<file path="config.mk">
export PLATFORM = sky130hd
export DESIGN_NAME = alu_bist
export DESIGN_NICKNAME = d
export VERILOG_FILES = /design/src/rtl/alu_bist_pkg.sv /design/src/rtl/alu_bist_rom.sv /design/src/rtl/alu_bist.sv
export SDC_FILE = /design/constraint.sdc
export NUM_CORES = 1
export LEC_CHECK = 0
export CORE_MARGIN = 5
export CORE_UTILIZATION = 45
export DETAILED_ROUTE_END_ITERATION = 12
export MAX_ROUTING_LAYER = met4
export PLACE_DENSITY = 0.76
export SETUP_SLACK_MARGIN = 0.4
export SYNTH_ARGS = -nofsm -noshare
export SYNTH_HDL_FRONTEND = slang
export SYNTH_SLANG_ARGS = --single-unit
</file>
<file path="constraint.sdc">
create_clock -name clk -period 3.23 [get_ports clk]
set_input_delay 0.4845 -clock clk [delete_from_list [all_inputs] [get_ports clk]]
set_output_delay 0.4845 -clock clk [all_outputs]
set_load 0.005 [all_outputs]
</file>
<file path="src/rtl/alu_bist_pkg.sv">
// Shared types, ALU control encodings and the golden vector table for the ALU self-test.
package alu_bist_pkg;

    localparam int unsigned XLEN    = 32;
    localparam int unsigned CTRL_W  = 4;
    localparam int unsigned IDX_W   = 5;
    localparam int unsigned CNT_W   = 4;
    localparam int unsigned FAIL_W  = 8;
    localparam int unsigned TBL_LEN = 24;

    localparam logic [CTRL_W-1:0] ALU_ADD  = 4'b0000;
    localparam logic [CTRL_W-1:0] ALU_SUB  = 4'b0001;
    localparam logic [CTRL_W-1:0] ALU_AND  = 4'b0010;
    localparam logic [CTRL_W-1:0] ALU_OR   = 4'b0011;
    localparam logic [CTRL_W-1:0] ALU_XOR  = 4'b0100;
    localparam logic [CTRL_W-1:0] ALU_SLT  = 4'b0101;
    localparam logic [CTRL_W-1:0] ALU_SLTU = 4'b0110;
    localparam logic [CTRL_W-1:0] ALU_SLL  = 4'b0111;
    localparam logic [CTRL_W-1:0] ALU_SRL  = 4'b1000;
    localparam logic [CTRL_W-1:0] ALU_SRA  = 4'b1001;

    // Marker meaning "no failing vector recorded yet".
    localparam logic [IDX_W-1:0] IDX_NONE = 5'h1F;

    typedef enum logic [2:0] {
        ST_IDLE,
        ST_APPLY,
        ST_WAIT,
        ST_COMPARE,
        ST_DONE
    } state_e;

    typedef struct packed {
        logic [CTRL_W-1:0] ctrl;
        logic [XLEN-1:0]   a;
        logic [XLEN-1:0]   b;
        logic [XLEN-1:0]   exp;
    } vec_t;

    // Only entry 15 yields zero, so a stuck Zero flag shows up at a single index.
    localparam vec_t VEC_TABLE [TBL_LEN] = '{
        '{ALU_ADD,  32'h0000_0005, 32'h0000_0003, 32'h0000_0008},
        '{ALU_ADD,  32'hFFFF_FFFF, 32'h0000_0002, 32'h0000_0001},
        '{ALU_ADD,  32'h7FFF_FFFF, 32'h0000_0001, 32'h8000_0000},
        '{ALU_SUB,  32'h0000_0005, 32'h0000_0007, 32'hFFFF_FFFE},
        '{ALU_SUB,  32'h8000_0000, 32'h0000_0001, 32'h7FFF_FFFF},
        '{ALU_AND,  32'hF0F0_F0F0, 32'hFF00_FF00, 32'hF000_F000},
        '{ALU_OR,   32'hF0F0_F0F0, 32'h0F0F_0000, 32'hFFFF_F0F0},
        '{ALU_XOR,  32'hAAAA_5555, 32'hFFFF_0000, 32'h5555_5555},
        '{ALU_SLT,  32'hFFFF_FFFF, 32'h0000_0001, 32'h0000_0001},
        '{ALU_SLT,  32'h8000_0000, 32'h7FFF_FFFF, 32'h0000_0001},
        '{ALU_SLTU, 32'h0000_0001, 32'hFFFF_FFFF, 32'h0000_0001},
        '{ALU_SLTU, 32'h7FFF_FFFF, 32'h8000_0000, 32'h0000_0001},
        '{ALU_SLL,  32'h0000_0001, 32'h0000_001F, 32'h8000_0000},
        '{ALU_SRL,  32'h8000_0000, 32'h0000_001F, 32'h0000_0001},
        '{ALU_SRA,  32'h8000_0000, 32'h0000_001F, 32'hFFFF_FFFF},
        '{ALU_ADD,  32'h0000_000A, 32'hFFFF_FFF6, 32'h0000_0000},
        '{ALU_SLL,  32'h0000_00FF, 32'hFFFF_FFE4, 32'h0000_0FF0},
        '{ALU_SRA,  32'h7FFF_FFF0, 32'h0000_0004, 32'h07FF_FFFF},
        '{ALU_SRL,  32'hF000_0000, 32'h0000_001C, 32'h0000_000F},
        '{ALU_XOR,  32'h1234_5678, 32'h0F0F_0F0F, 32'h1D3B_5977},
        '{ALU_AND,  32'hFFFF_FFFF, 32'h8000_0001, 32'h8000_0001},
        '{ALU_OR,   32'h0000_0001, 32'h8000_0000, 32'h8000_0001},
        '{ALU_SUB,  32'h0000_0000, 32'h0000_0001, 32'hFFFF_FFFF},
        '{ALU_SLT,  32'hFFFF_FFFE, 32'hFFFF_FFFF, 32'h0000_0001}
    };

endpackage

</file>
<file path="src/rtl/alu_bist_rom.sv">
// Combinational vector lookup; indices past the table return an all-zero ADD vector.
module alu_bist_rom
    import alu_bist_pkg::*;
(
    input  logic [IDX_W-1:0] idx,
    output vec_t             vec_c
);

    always_comb begin
        vec_c = '0;
        if (32'(idx) < TBL_LEN) begin
            vec_c = VEC_TABLE[idx];
        end
    end

endmodule

</file>
<file path="src/rtl/alu_bist.sv">
// ALU built-in self-test sequencer: steps the vector table through the ALU and tallies mismatches.
module alu_bist
    import alu_bist_pkg::*;
#(
    parameter int unsigned NUM_VEC = 24,
    parameter int unsigned SETTLE  = 1
) (
    input  logic              clk,
    input  logic              rst,
    input  logic              start,
    output logic              busy,
    output logic              done,
    output logic              pass,
    output logic [FAIL_W-1:0] fail_count,
    output logic [IDX_W-1:0]  first_fail_idx,
    output logic [XLEN-1:0]   alu_a,
    output logic [XLEN-1:0]   alu_b,
    output logic [CTRL_W-1:0] alu_ctrl,
    input  logic [XLEN-1:0]   alu_result,
    input  logic              alu_zero
);

    localparam logic [IDX_W-1:0] LAST_IDX   = IDX_W'(NUM_VEC - 1);
    localparam logic [CNT_W-1:0] SETTLE_CNT = CNT_W'(SETTLE);

    state_e              state, state_d;
    logic [IDX_W-1:0]    idx, idx_d;
    logic [CNT_W-1:0]    cnt, cnt_d;
    logic [FAIL_W-1:0]   fail_d;
    logic [IDX_W-1:0]    first_fail_d;
    logic [XLEN-1:0]     a_d, b_d;
    logic [CTRL_W-1:0]   ctrl_d;
    logic                busy_d, done_d;
    vec_t                rom_vec_c;
    logic                mismatch_c;

    alu_bist_rom u_rom (
        .idx   (idx),
        .vec_c (rom_vec_c)
    );

    // Both Result and Zero must agree with the golden value.
    assign mismatch_c = (alu_result != rom_vec_c.exp) ||
                        (alu_zero != (rom_vec_c.exp == '0));

    assign pass = done && (fail_count == '0);

    always_comb begin
        state_d      = state;
        idx_d        = idx;
        cnt_d        = cnt;
        fail_d       = fail_count;
        first_fail_d = first_fail_idx;
        a_d          = alu_a;
        b_d          = alu_b;
        ctrl_d       = alu_ctrl;

        case (state)
            ST_IDLE, ST_DONE: begin
                if (start) begin
                    fail_d       = '0;
                    first_fail_d = IDX_NONE;
                    idx_d        = '0;
                    state_d      = ST_APPLY;
                end
            end
            ST_APPLY: begin
                a_d     = rom_vec_c.a;
                b_d     = rom_vec_c.b;
                ctrl_d  = rom_vec_c.ctrl;
                cnt_d   = SETTLE_CNT;
                state_d = ST_WAIT;
            end
            ST_WAIT: begin
                cnt_d = cnt - CNT_W'(1);
                if (cnt == CNT_W'(1)) begin
                    state_d = ST_COMPARE;
                end
            end
            ST_COMPARE: begin
                if (mismatch_c) begin
                    if (fail_count != '1) begin
                        fail_d = fail_count + FAIL_W'(1);
                    end
                    if (first_fail_idx == IDX_NONE) begin
                        first_fail_d = idx;
                    end
                end
                if (idx == LAST_IDX) begin
                    state_d = ST_DONE;
                end else begin
                    idx_d   = idx + IDX_W'(1);
                    state_d = ST_APPLY;
                end
            end
            default: begin
                state_d = ST_IDLE;
            end
        endcase

        // Status flags follow the next state so they change on the transition edge.
        busy_d = (state_d == ST_APPLY) || (state_d == ST_WAIT) || (state_d == ST_COMPARE);
        done_d = (state_d == ST_DONE);
    end

    always_ff @(posedge clk) begin
        if (rst) begin
            state          <= ST_IDLE;
            idx            <= '0;
            cnt            <= '0;
            busy           <= 1'b0;
            done           <= 1'b0;
            fail_count     <= '0;
            first_fail_idx <= IDX_NONE;
            alu_a          <= '0;
            alu_b          <= '0;
            alu_ctrl       <= '0;
        end else begin
            state          <= state_d;
            idx            <= idx_d;
            cnt            <= cnt_d;
            busy           <= busy_d;
            done           <= done_d;
            fail_count     <= fail_d;
            first_fail_idx <= first_fail_d;
            alu_a          <= a_d;
            alu_b          <= b_d;
            alu_ctrl       <= ctrl_d;
        end
    end

endmodule
</file>
Word level (Yosys, flattened, before mapping)
Memories as Yosys holds them, arrays and structs flattened.
Cells that the tools add are included.

cells by class
  reduce and logical (&&, ||, !) cells = 13
  multiply operators = 0
  bitwise logic cells = 1
  eq/ne operators = 19
  divide/modulo/power cells = 0
  order comparisons = 2
  $add $sub $neg = 3
  mux-type cells = 19
  shift operators = 0

operators by type and width
  operator                                                          count
  100-bit two-way mux                                               3
  32-bit logical NOT                                                1
  32-bit inequality test                                            1
  5-bit two-way mux                                                 5
  8-bit two-way mux                                                 3
  5-bit one-hot mux with 2 select lines                             2
  8-bit one-hot mux with 2 select lines                             1
  3-bit by 2-bit == test with 1-bit output (second input constant)  4
  3-bit one-hot mux with 4 select lines                             1
  5-bit == test (second input constant)                             2
  2-bit inequality test (second input constant)                     5
  3-bit two-way mux                                                 3
  8-bit by 1-bit adder with 8-bit output (second input constant)    1
  8-bit logical NOT                                                 1
  8-bit inequality test (second input constant)                     1
  4-bit one-hot mux with 2 select lines                             1
  4-bit AND reduction                                               2
  3-bit by 1-bit == test with 1-bit output (second input constant)  2
  3-bit == test (second input constant)                             2
  6-bit >= comparator (second input constant)                       1
  5-bit NOT with 6-bit output                                       1
  5-bit by 1-bit adder with 5-bit output (second input constant)    1
  5-bit < comparator (second input constant)                        1
  4-bit by 1-bit == test with 1-bit output (second input constant)  1
  8 further kinds                                                   11

word-level totals
  input port bits = 36
  latch bits = 0
  RAM bits = 0
  word-level logic and storage cells = 68
  output and inout bits = 84
  memories = 1
  memory bits (read-only) = 3200
  register bits = 95

memory list
  memory            words  bits a word  read ports  clocked after Yosys merged registers in  write ports  RTL line            text
  (name not given)  32     100          1           0                                        0            alu_bist_rom.sv:12  vec_c = VEC_TABLE[idx];

Longest topological paths before layout
  word-level depth = 10
  mapped depth = 14
  mapped depth without buffers = 12

Hierarchy
From an unflattened synthesis, not the netlist that was laid out.

unflattened totals
  cell total of the unflattened synthesis = 838
  area total of the unflattened synthesis = 6057.1 µm²

modules (own cells, without submodules)
  module        cells an instance  seq. area each (µm²)  instances  area each (µm²)
  alu_bist      525                1901.8                1          4120.2
  alu_bist_rom  313                0.0                   1          1936.9

Worst setup path before layout
OpenSTA, ideal clock, no wires.

  kind = reg2reg
  from = register idx[1]
  to = register fail_count[5]
  data required time = 3.156 ns
  clock period less this slack = 3.270 ns
  stages on the path, launching flop included = 14
  path buffers = 2
  setup time = 0.074 ns
  path slack = -0.040 ns
  arrival = 3.196 ns
  path through = dfxtp_1 -> clkbuf_1 -> inv_1 -> ha_1 -> nor2b_1 -> a2111oi_4 -> a21oi_1 -> nor3b_2 -> nand4_1 -> xor2_1 -> and4b_1 -> buf_6 -> or4_1 -> a31oi_1

on the way
  longest elaborated chain between the ends = 10
  elaborated cells on any way between the ends = 12
  those cells by class = order compare: 1; eq/ne: 3; mux: 3; bitwise: 1; reduce/logical: 3; memory: 1

RTL lines
  what                                                     RTL line            text
  start, declared                                          alu_bist.sv:27      logic [IDX_W-1:0] idx, idx_d;
  start signal, assigned                                   alu_bist.sv:120     idx <= idx_d;
  5-bit NOT with 6-bit output (not written as such)        alu_bist_rom.sv:12
  memory 32 x 100 bit                                      -
  100-bit two-way mux (not written as such) (2 in series)  alu_bist_rom.sv:12
  100-bit two-way mux (*)                                  alu_bist_rom.sv:11  if (32'(idx) < TBL_LEN) begin
  32-bit logical NOT                                       alu_bist.sv:44      (alu_zero != (rom_vec_c.exp == '0));
  1-bit inequality test                                    alu_bist.sv:44
  1-bit logical OR (*)                                     alu_bist.sv:43      assign mismatch_c = (alu_result != rom_vec_c.exp) ||
  2-bit inequality test (no line) (*)                      -
  4-bit AND reduction (no line) (*)                        -
  end signal, assigned                                     alu_bist.sv:124     fail_count <= fail_d;
  end, declared                                            alu_bist.sv:14      output logic [FAIL_W-1:0] fail_count,

Mark *: on every way between the ends. The rest lies on a longest branch, timed or not. The select of a mux whose other input is x is not followed.
A chain may end at the register's enable or synchronous reset.

Worst setup path in the final report
  from = register idx[1]
  to = register fail_count[6]

Same word-level chain as after synthesis.

==> results.ini <==
[outcome]
outcome = finished, final reports clean

[sta]
rsz0062_at_grt = true
min_period_over_period_pct = 91.5
setup_violations = 0
slew_headroom_pct = 61.9
finalSetupTns_ns = 0
fin_ws_ns = 0.273
layout_min_cycle_time_ns = 2.96
fin_skew_ns = 0.0109
timing.fmax_mhz = 338
final_hold_viol_count = 0
tightest_slew_ns = 0.567
slew_violations = 0

[synth]
synthTopCellsByArea = dfxtp_1, nor2_1, a21oi_1
ys_seq_elements = 63
synth_area_leader_cell = dfxtp_1
ys_async_sr_fraction_pct = 0
synthFlopType = dfxtp_1
synth_common_cells = nor2_1, dfxtp_1, a21oi_1, nand2_1, o21ai_0
netlist.area_leader.share_pct = 27.2
synth_nets = 672
ys.warnings.count = 0
netlist_area_um2 = 4630
postSynthAreaPerCell_um2 = 7.46
syn-instance-count = 621
ys_seq_area_share_pct = 27.2
synth.distinct_cells = 73
synth.most_common_cell = nor2_1
synth_edf_count = 0

[clock_tree]
clockBufferDepth = 2
numCtsBuffers = 9
clkSinkCount = 63
worstSkewPairLatency_ns = 0.35
ctsHtreeMaxLevel = 3
cts_tree = built
hold_buffers = 0
path_clk_slew_ns = 0.09
clockRootBuffer = clkbuf_8

[global_route]
grt_max_degree = 45
antenna_found_initial = 0
grt_pass1_wl_um = 24800
grt_remaining_overflow = 0
grt_usage_pct = 24.8
grt_pass1_vias = 4865

[worst_setup_path]
path_buf_inv = 1
slowest_delay_ns = 0.46
worst_r2r_path_depth = 11
critPathTopFamily = compound AO/OA/AOI/OAI gates
worstSetupEndpointType = flop
r2r_start = idx[1]
critical_path.cell_chain = inv_4 -> ha_4 -> nor2b_4 -> a2111oi_4 -> a211oi_2 -> a2111oi_2 -> o2111a_1 -> nand4_1 -> and4b_2 -> nor4_2 -> a211o_1
r2r_slack_ns = 0.27
cp_max_fo = 7
worst_ep_arrival_time_ns = 3.21
critPathSlowestCell = a2111oi_4
r2r_end = fail_count[6]
required_ns = 3.48
start_kind = flop
critPathKind = flop to flop

[power]
ir_worst_vdd_v = 0.000198
switching_share_pct = 27.5
power_density_nw_per_um2 = 300
p_comb_share_pct = 14.5
leakagePower_nw = 2.47
clock_power_share_pct = 44.2
intPower_mw = 1.43
power.share.sequential_pct = 41.2
switching_power_mw = 0.542

[routing]
drt_iter0_markers = 338
vias = 5072
ant_nets = 0
routedWlPerCell_um = 17.5
drt-pass1-iter-count = 6
drc = 0
routed_wl_um = 15500
post_drt_via_cell_ratio = 5.73

[hold_path]
min_to = cnt[2]
holdPathStages = 2
hp-class = flop to flop
hp-start = cnt[2]

[floorplan]
dieArea_um2 = 12400
rows = 37
start_util_pct = 45.5
io_pins = 120
core_area_um2 = 10200
die_w_um = 111
die_y_um = 111

[placed_design]
numPortBuffers = 119
pre_cts_ws_ns = -0.0190
placed_area_um2 = 5840
gp_congestion = 0.899
hpwl_um = 11300

[final_layout]
area_growth_pct = 41.9
nets = 795
drive_gt1_share_pct = 19.9
finish.utilization_pct = 64.6
num_antenna_cells = 0
fin_area_um2 = 6580

[run]
maxCapViolations = 0

[power groups by stage]
stage	combinational (mW)	clock [mW]	sequential, mW
final	0.287	0.871	0.813
after global routing	0.315	0.920	0.816
after global placement	0.265	0	0.832
after CTS	0.278	0.879	0.814
after floorplan	0.148	0	0.830
after detailed placement	0.269	0	0.834
[worst register-to-register path, delay by kind of cell (launching register included)]
| kind | cells | cell delay [ns] |
|---|---|---|
| compound gates | 5 | 1.32 |
| flops | 1 | 0.41 |
| simple gates | 4 | 0.82 |
| buf+inv | 1 | 0.07 |
| fa+ha+maj | 1 | 0.25 |
[kinds of logic after synthesis]
logic type                 synth area share (%)
AOI/OAI and AO/OA                          26.9
adders and majority gates                  4.05
xor gates and xnor gates                   1.70
muxes                                      1.97
and+or+nand+nor                            26.9
buffers and inverters                      11.3
DFF                                        27.2
[metrics by stage]
stage | hold slack (ns) | power [mW] | std cells
CTS | 0.461 | 1.97 | 874
global placement | 0.440 | 1.10 | 837
finish | 0.456 | 1.97 | 885
detailed placement | 0.451 | 1.10 | 837
floorplan | 0.432 | 0.979 | 621
global route | 0.478 | 2.05 | 885
[registers in the layout, summed over array words and instances (netlist names)]
signal          cells
alu_a              19
alu_b              13
alu_ctrl            4
busy                1
cnt                 4
done                1
fail_count          8
first_fail_idx      5
idx                 5
state               3
[final cells by class]
cell class              instances  area [um2]
multi-input cells             470        3080
repair buffers                187        1750
flip-flops and latches         63        1280
clock inverters                 6        95.1
well taps                     136         170
fillers                       908        3610
inverters                      13        53.8
clock buffers                  10         149
[how the worst max path moves through the flow]
stage                     startpoint             to  slack (ns)  cells after the start
after global routing          idx[1]  fail_count[6]        0.17                     11
after floorplan               idx[1]  fail_count[6]        0.38                     13
after detailed placement      idx[0]  fail_count[6]       -0.02                     11
after CTS                     idx[1]  fail_count[5]        0.27                     12
after global placement        idx[0]  fail_count[5]      -0.007                     11
final                         idx[1]  fail_count[6]        0.27                     11
[layer usage]
metal	GRT usage (%)	up-vias	part of all wire, %
met5	-	-	0
met4	6.41	0	1.3
met3	4.24	15	6.2
met2	41.7	192	49
met1	30.8	2399	43
li1	-	2466	-
[cells in the final DEF (no fill, tap or decap), types with 6 or more instances in the layout]
cell type        instances
mux2i_1                  6
a22oi_1                 13
nand4_1                  8
nor2_1                  72
nand2_1                 55
ha_1                     9
dfxtp_1                 58
inv_1                    9
nor3_1                  23
nand2b_1                 6
a21oi_1                 53
nand3_1                 18
nor2b_1                  8
a211oi_1                 9
o21ai_0                 37
clkdlybuf4s50_1        118
buf_4                   62
o211ai_1                 7
clkbuf_8                 9
[repair_timing]
action                                  in CTS  in global routing
setup buffers                               20                 11
cloned                                       1                  0
resized for setup                           33                 24
endpoints found under the setup margin      13                 13
pin swaps                                   15                 15
No activity file was read; power rests on OpenSTA's default activity.
